### src/rtl/multicycle_ctrl.sv
// Multicycle RV32I control FSM: sequences fetch/decode/execute/writeback
// and drives datapath selects, write enables and ALU control codes.
module multicycle_ctrl (
   input  logic       clk,
   input  logic       reset,
   input  logic [6:0] opcode,
   input  logic [2:0] funct3,
   input  logic       funct7b5,
   input  logic       zero,
   output logic       pc_write,
   output logic       adr_src,
   output logic       mem_write,
   output logic       ir_write,
   output logic       reg_write,
   output logic [1:0] result_src,
   output logic [1:0] alu_src_a,
   output logic [1:0] alu_src_b,
   output logic [2:0] imm_src,
   output logic [3:0] alu_ctrl,
   output logic       instr_done,
   output logic       illegal
);

   localparam int OPW = 7;

   localparam logic [OPW-1:0] OP_LOAD  = 7'b0000011;
   localparam logic [OPW-1:0] OP_STORE = 7'b0100011;
   localparam logic [OPW-1:0] OP_R     = 7'b0110011;
   localparam logic [OPW-1:0] OP_I     = 7'b0010011;
   localparam logic [OPW-1:0] OP_BR    = 7'b1100011;
   localparam logic [OPW-1:0] OP_JAL   = 7'b1101111;
   localparam logic [OPW-1:0] OP_JALR  = 7'b1100111;
   localparam logic [OPW-1:0] OP_LUI   = 7'b0110111;
   localparam logic [OPW-1:0] OP_AUIPC = 7'b0010111;

   typedef enum logic [3:0] {
      S_FETCH, S_DECODE, S_MEMADR, S_MEMREAD, S_MEMWB,
      S_MEMWRITE, S_EXECR, S_EXECI, S_ALUWB, S_BRANCH,
      S_JAL, S_JALR1, S_LUI, S_AUIPC
   } state_t;

   state_t state, state_nx;

   logic       pc_update;
   logic       branch;
   logic       taken;
   logic [3:0] alu_fn;

   always_ff @(posedge clk) begin
      if (reset) state <= S_FETCH;
      else       state <= state_nx;
   end

   always_comb begin
      state_nx = S_FETCH;
      case (state)
         S_FETCH:  state_nx = S_DECODE;
         S_DECODE: begin
            case (opcode)
               OP_LOAD, OP_STORE: state_nx = S_MEMADR;
               OP_R:     state_nx = S_EXECR;
               OP_I:     state_nx = S_EXECI;
               OP_BR:    state_nx = S_BRANCH;
               OP_JAL:   state_nx = S_JAL;
               OP_JALR:  state_nx = S_JALR1;
               OP_LUI:   state_nx = S_LUI;
               OP_AUIPC: state_nx = S_AUIPC;
               default:  state_nx = S_FETCH;
            endcase
         end
         S_MEMADR:
            state_nx = (opcode == OP_LOAD) ? S_MEMREAD : S_MEMWRITE;
         S_MEMREAD: state_nx = S_MEMWB;
         S_EXECR:   state_nx = S_ALUWB;
         S_EXECI:   state_nx = S_ALUWB;
         S_JAL:     state_nx = S_ALUWB;
         S_JALR1:   state_nx = S_JAL;
         S_AUIPC:   state_nx = S_ALUWB;
         default:   state_nx = S_FETCH;
      endcase
   end

   // Shift-left immediate uses its own code; only R-type honours SUB
   always_comb begin
      alu_fn = 4'b0000;
      case (funct3)
         3'b000: alu_fn = (state == S_EXECR && funct7b5) ? 4'b0001 : 4'b0000;
         3'b001: alu_fn = (state == S_EXECR) ? 4'b1001 : 4'b0100;
         3'b010: alu_fn = 4'b0101;
         3'b011: alu_fn = 4'b0110;
         3'b100: alu_fn = 4'b0111;
         3'b101: alu_fn = funct7b5 ? 4'b1101 : 4'b1111;
         3'b110: alu_fn = 4'b0011;
         3'b111: alu_fn = 4'b0010;
         default: alu_fn = 4'b0000;
      endcase
   end

   always_comb begin
      pc_update  = 1'b0;
      branch     = 1'b0;
      taken      = 1'b0;
      adr_src    = 1'b0;
      mem_write  = 1'b0;
      ir_write   = 1'b0;
      reg_write  = 1'b0;
      result_src = 2'b00;
      alu_src_a  = 2'b00;
      alu_src_b  = 2'b00;
      imm_src    = 3'b000;
      alu_ctrl   = 4'b0000;
      instr_done = 1'b0;
      illegal    = 1'b0;
      case (state)
         S_FETCH: begin
            ir_write   = 1'b1;
            alu_src_b  = 2'b10;
            result_src = 2'b10;
            pc_update  = 1'b1;
         end
         S_DECODE: begin
            alu_src_a = 2'b01;
            alu_src_b = 2'b01;
            imm_src   = (opcode == OP_JAL) ? 3'b011 : 3'b010;
            case (opcode)
               OP_LOAD, OP_STORE, OP_R, OP_I, OP_BR,
               OP_JAL, OP_JALR, OP_LUI, OP_AUIPC: ;
               default: begin
                  illegal    = 1'b1;
                  instr_done = 1'b1;
               end
            endcase
         end
         S_MEMADR: begin
            alu_src_a = 2'b10;
            alu_src_b = 2'b01;
            imm_src   = (opcode == OP_LOAD) ? 3'b000 : 3'b001;
         end
         S_MEMREAD: adr_src = 1'b1;
         S_MEMWB: begin
            result_src = 2'b01;
            reg_write  = 1'b1;
            instr_done = 1'b1;
         end
         S_MEMWRITE: begin
            adr_src    = 1'b1;
            mem_write  = 1'b1;
            instr_done = 1'b1;
         end
         S_EXECR: begin
            alu_src_a = 2'b10;
            alu_ctrl  = alu_fn;
         end
         S_EXECI: begin
            alu_src_a = 2'b10;
            alu_src_b = 2'b01;
            alu_ctrl  = alu_fn;
         end
         S_ALUWB: begin
            reg_write  = 1'b1;
            instr_done = 1'b1;
         end
         S_BRANCH: begin
            alu_src_a  = 2'b10;
            alu_ctrl   = 4'b0001;
            branch     = 1'b1;
            instr_done = 1'b1;
            case (funct3)
               3'b000:  taken = zero;
               3'b001:  taken = ~zero;
               default: illegal = 1'b1;
            endcase
         end
         S_JAL: begin
            alu_src_a = 2'b01;
            alu_src_b = 2'b10;
            pc_update = 1'b1;
         end
         S_JALR1: begin
            alu_src_a = 2'b10;
            alu_src_b = 2'b01;
         end
         S_LUI: begin
            imm_src    = 3'b100;
            result_src = 2'b11;
            reg_write  = 1'b1;
            instr_done = 1'b1;
         end
         S_AUIPC: begin
            alu_src_a = 2'b01;
            alu_src_b = 2'b01;
            imm_src   = 3'b100;
         end
         default: ;
      endcase
      pc_write = pc_update | (branch & taken);
      // No architectural side effects in a reset cycle
      if (reset) begin
         pc_write   = 1'b0;
         mem_write  = 1'b0;
         ir_write   = 1'b0;
         reg_write  = 1'b0;
         instr_done = 1'b0;
         illegal    = 1'b0;
      end
   end

endmodule

### config.mk
export PLATFORM = sky130hd
export DESIGN_NAME = multicycle_ctrl
export DESIGN_NICKNAME = d
export VERILOG_FILES = /design/src/rtl/multicycle_ctrl.sv
export SDC_FILE = /design/constraint.sdc
export NUM_CORES = 1
export LEC_CHECK = 0
export ABC_AREA = 1
export ABC_CLOCK_PERIOD_IN_PS = 1200
export CORE_MARGIN = 2
export CORE_UTILIZATION = 34
export CTS_BUF_LIST = sky130_fd_sc_hd__clkbuf_4 sky130_fd_sc_hd__clkbuf_8 sky130_fd_sc_hd__clkbuf_16
export DETAILED_ROUTE_END_ITERATION = 16
export GPL_TIMING_DRIVEN = 0
export PLACE_DENSITY_LB_ADDON = 0.2
export SYNTH_ARGS = -nofsm -noshare
export SYNTH_HDL_FRONTEND = slang
export SYNTH_SLANG_ARGS = --single-unit
### constraint.sdc
create_clock -name clk -period 1.2 [get_ports clk]
set_input_delay 0.18 -clock clk [delete_from_list [all_inputs] [get_ports clk]]
set_output_delay 0.18 -clock clk [all_outputs]
set_load 0.1 [all_outputs]
==> flow_metrics.py, run 1 <==
metrics = {
    "placement": {
        "numPortBuffers": 32,
        "dpl.hpwl_mm": 1.699,
        "finalWeightedCongestion": 0.8462,
    },
    "logic_synthesis": {
        "synthTopCellsByCount": "nand2_1 (32), nor2_1 (19), inv_1 (16), nand3_1 (9), inv_2 (8)",
        "synth_largest_area_cell": "nand2_1",
        "syn_area_sq_um": 629.4,
        "syn_inst": 121,
        "syn_area_per_cell_sq_um": 5.201,
        "postSynthRegisterBits": 4,
        "ys.flop_type": "dfxtp_1",
        "post-synth-top-count-cell": "nand2_1",
        "synth-edff-count": 0,
        "ys_types": 20,
        "syn_nets": 135,
        "ys_top_cells_by_area": "nand2_1 (19%), dfxtp_1 (13%), nor2_1 (11%)",
        "ys_warn_count": 0,
        "yosysTopAreaCellShare_pct": 19.09,
        "async_reset_ff_share_pct": 0,
        "yosysSeqAreaShare_pct": 12.72,
    },
    "timing": {
        "crit_endpoint": "illegal",
        "worstEpCategory": "primary output",
    },
    "run_status": {
        "outcome": "did not finish",
        "lastStage": "5_1_grt",
        "error_line": "[ERROR DPL-0038] Utilization greater than 100%, impossible to legalize",
    },
    "global_routing": {
        "grt_max_degree": 11,
    },
    "floorplanning": {
        "dieWidth_um": 47.03,
        "rows": 15,
        "io_pins": 34,
        "die_h_um": 47.03,
        "initial_core_util_pct": 36.45,
    },
    "clocking": {
        "clock_path_buffers": 2,
        "cts_num_sinks": 4,
        "clock-root-buffer": "clkbuf_4",
        "cts_buffers": 3,
        "hold_buffers": 0,
        "cts_max_level": 1,
    },
}
cells by family after synthesis:
family,count (synthesis),share of synthesized area [%]
xor gates and xnor gates,1,1.392
AOI/OAI and AO/OA,17,15.31
DFF,4,12.72
buffers and inverters,25,14.91
and+or+nand+nor,74,55.67
repair_timing:
action / CTS
setup endpoints to repair: 23
pin swaps: 11
setup buffers: 18
gates resized for setup: 220
stage by stage:
step | instance area [sq um] | hold WS, ns | utilization, % | setup slack, ns | std cells
after global placement | 1175 | 0.5634 | 68.04 | -1.746 | 178
after detailed placement | 1175 | 0.5643 | 68.04 | -1.799 | 178
after floorplan | 823.3 | 0.3935 | - | -0.8502 | 121
after CTS | 1629 | 0.4989 | 94.35 | -0.5770 | 200
==> run 2, diff against run 1 <==
Settings changed: ABC_CLOCK_PERIOD_IN_PS 1200 to 1600, CORE_AREA from default to 2 2 63 65, CORE_MARGIN 2 to default, CORE_UTILIZATION 34 to default, CTS_BUF_LIST sky130_fd_sc_hd__clkbuf_4 sky130_fd_sc_hd__clkbuf_8 sky130_fd_sc_hd__clkbuf_16 to default, DIE_AREA from default to 0 0 65 67, PLACE_DENSITY_LB_ADDON 0.2 to 0.15.
Clock period 1.2 ns to 1.6 ns, I/O delays scaled along.
==> flow_metrics.py, run 2 <==
metrics = {
    "global_routing": {
        "grt_pass1_wl_mm": 4.098,
        "grt_util_all_layers_pct": 12.06,
        "grt_pass1_vias": 922,
        "grt_remaining_overflow": 0,
        "antenna_found_initial": 0,
        "grt_max_degree": 11,
    },
    "cells_and_area": {
        "drive_above_1_share_pct": 54.02,
        "final_cells": 222,
        "num-nets-final": 190,
        "largest_register_ffs": 4,
        "max_flop_register": "state",
        "largestRegisters": "state (4)",
        "design_area_sq_um": 1583,
        "final_common_cell": "nand2_1",
        "area_growth_pct": 151.5,
        "antenna_cells": 0,
        "layout_common_cells": "nand2_1 (23), buf_4 (16), buf_12 (14)",
    },
    "logic_synthesis": {
        "postSynthRegisterBits": 4,
        "post-synth-top-count-cell": "nand2_1",
        "synth_largest_area_cell": "nand2_1",
        "yosysSeqAreaShare_pct": 12.72,
        "syn_area_per_cell_sq_um": 5.201,
        "ys_warn_count": 0,
        "synth-edff-count": 0,
        "syn_area_sq_um": 629.4,
        "syn_nets": 135,
        "yosysTopAreaCellShare_pct": 19.09,
        "synthTopCellsByCount": "nand2_1 (32), nor2_1 (19), inv_1 (16), nand3_1 (9), inv_2 (8)",
        "ys_top_cells_by_area": "nand2_1 (19%), dfxtp_1 (13%), nor2_1 (11%)",
        "ys.flop_type": "dfxtp_1",
        "syn_inst": 121,
        "ys_types": 20,
        "async_reset_ff_share_pct": 0,
    },
    "floorplanning": {
        "die_h_um": 67,
        "initial_core_util_pct": 17.45,
        "dieWidth_um": 65,
        "io_pins": 34,
        "core_sq_um": 3606,
        "rows": 22,
        "die-area_sq_um": 4355,
    },
    "timing": {
        "setup_tns_ns": -1.522,
        "fin_crit_ns": 1.881,
        "clock.fmax_ghz": 0.5315,
        "relSlewSlack_pct": 39.18,
        "min_period_over_period_pct": 117.6,
        "worstMarginPinSlew_ns": 0.9124,
        "final-max-slew-violation-count": 0,
        "final-hold-violation-count": 0,
        "worst_slack_ns": -0.2813,
        "worst_clock_skew_ns": 0.003709,
        "grt_setup_unrepaired": "yes",
        "setup_viol": 10,
    },
    "worst_setup_path": {
        "cp_data_required_time_ns": 1.36,
        "end_kind": "output port",
        "critPathArrivalTime_ns": 1.64,
        "criticalPathCategory": "reg -> out",
        "startpoint_type": "flop",
        "path_max_fanout": 4,
    },
    "clocking": {
        "clock-root-buffer": "clkbuf_8",
        "clock_path_buffers": 2,
        "cts_num_sinks": 4,
        "path_clk_slew_ns": 0.03,
        "cts_max_level": 1,
        "cts_tree": "yes",
        "cts_buffers": 3,
        "hold_buffers": 0,
        "clock_latency_ns": 0.21,
    },
    "detailed_routing": {
        "wl_per_cell_um": 11.51,
        "drc": 0,
        "via_per_inst": 4.270,
        "via_count": 948,
        "wirelength_mm": 2.556,
        "first_pass_iters": 4,
        "postRouteAntennaNets": 0,
        "drt_iter0_drc": 25,
    },
    "power_and_ir_drop": {
        "p_sw_share_pct": 43.96,
        "p_leak_nw": 0.6900,
        "p_seq_share_pct": 14.2,
        "clockPowerShare_pct": 28.1,
        "cellPowerDensity_nw_per_um2": 465.2,
        "p_switching_mw": 0.3237,
        "ir_worst_vdd_mv": 0.5730,
        "p_int_mw": 0.4126,
        "p_comb_share_pct": 57.7,
    },
    "placement": {
        "finalWeightedCongestion": 0.8200,
        "numPortBuffers": 32,
        "dp.cells": 201,
        "postPlaceCellArea_sq_um": 1167,
        "dpl.hpwl_mm": 1.936,
    },
    "run": {
        "max-cap-violations": 0,
    },
    "run_status": {
        "violations": "negative setup slack",
        "outcome": "finished with violations",
    },
    "min_path": {
        "holdCritPathClass": "in -> reg",
    },
}
[run 2: cell counts after synthesis]
Identical to the previous run, type by type.
[run 2: what timing repair did]
action                     in CTS  in global routing
buffers inserted               11                  7
setup endpoints to repair      20                 18
pin swaps                       7                 10
resized for setup             188                 22
[run 2: worst paths after layout]
check / slack, ns / startpoint / depth (start not counted) / end
worst min register to register: 0.57 / state[0] / 3 / state[0]
worst min-delay path: 0.57 / opcode[3] / 4 / state[0]
worst max register to register: 0.16 / state[0] / 11 / state[1]
worst max-delay path: -0.28 / state[0] / 7 / illegal
[run 2: critical path: stages (launching register included)]
cell and delay, ns:
dfxtp_2 0.35, inv_4 0.05, nor2_4 0.14, inv_4 0.06
nor2_8 0.12, nand4_1 0.25, a21oi_4 0.25, buf_12 0.20
[run 2: power by group through the flow]
stage / logic, mW / clock network (mW) / registers, mW
after global routing: 0.444 / 0.224 / 0.105
after CTS: 0.392 / 0.216 / 0.104
after detailed placement: 0.337 / 0 / 0.108
final: 0.425 / 0.207 / 0.104
after global placement: 0.335 / 0 / 0.108
after floorplan: 0.244 / 0 / 0.107
[run 2: layout make-up]
class	count	area, sq um
plain buffers	1	3.754
clock buffers	3	41.29
fillers	369	2023
inverters	24	110.1
multi-input cells	92	665.6
flip-flops and latches	4	90.09
well taps	48	60.06
repair buffers	50	611.8
[run 2: cells by family (layout without fill, tap and decap cells)]
logic type | count (synthesis) | after routing | synth area share [%]
buffers and inverters | 25 | 78 | 14.91
AO/OA/AOI/OAI | 17 | 17 | 15.31
XOR/XNOR | 1 | 1 | 1.392
flip-flops | 4 | 4 | 12.72
AND/OR/NAND/NOR | 74 | 74 | 55.67
[run 2: metal layers]
metal	vias to the layer above	global-route usage, %	share of wire, %
met1	434	15.36	44
li1	493	-	-
met2	21	20.88	52
met4	0	3.191	0
met3	0	2.027	4.0
met5	-	0	0
[run 2: per-stage QoR]
step                hold WS [ns]  power (mW)  util [%]  setup slack [ns]
finish                    0.5658      0.7363     43.89           -0.2813
global route              0.6038      0.7730     43.89           -0.3581
CTS                       0.5669      0.7121     40.18           -0.2906
detailed placement        0.5925      0.4451     32.37            -1.381
global placement          0.5846      0.4427     32.37            -1.393
floorplan                 0.4424      0.3512         -           -0.5102
(Power assumes the default switching activity.)
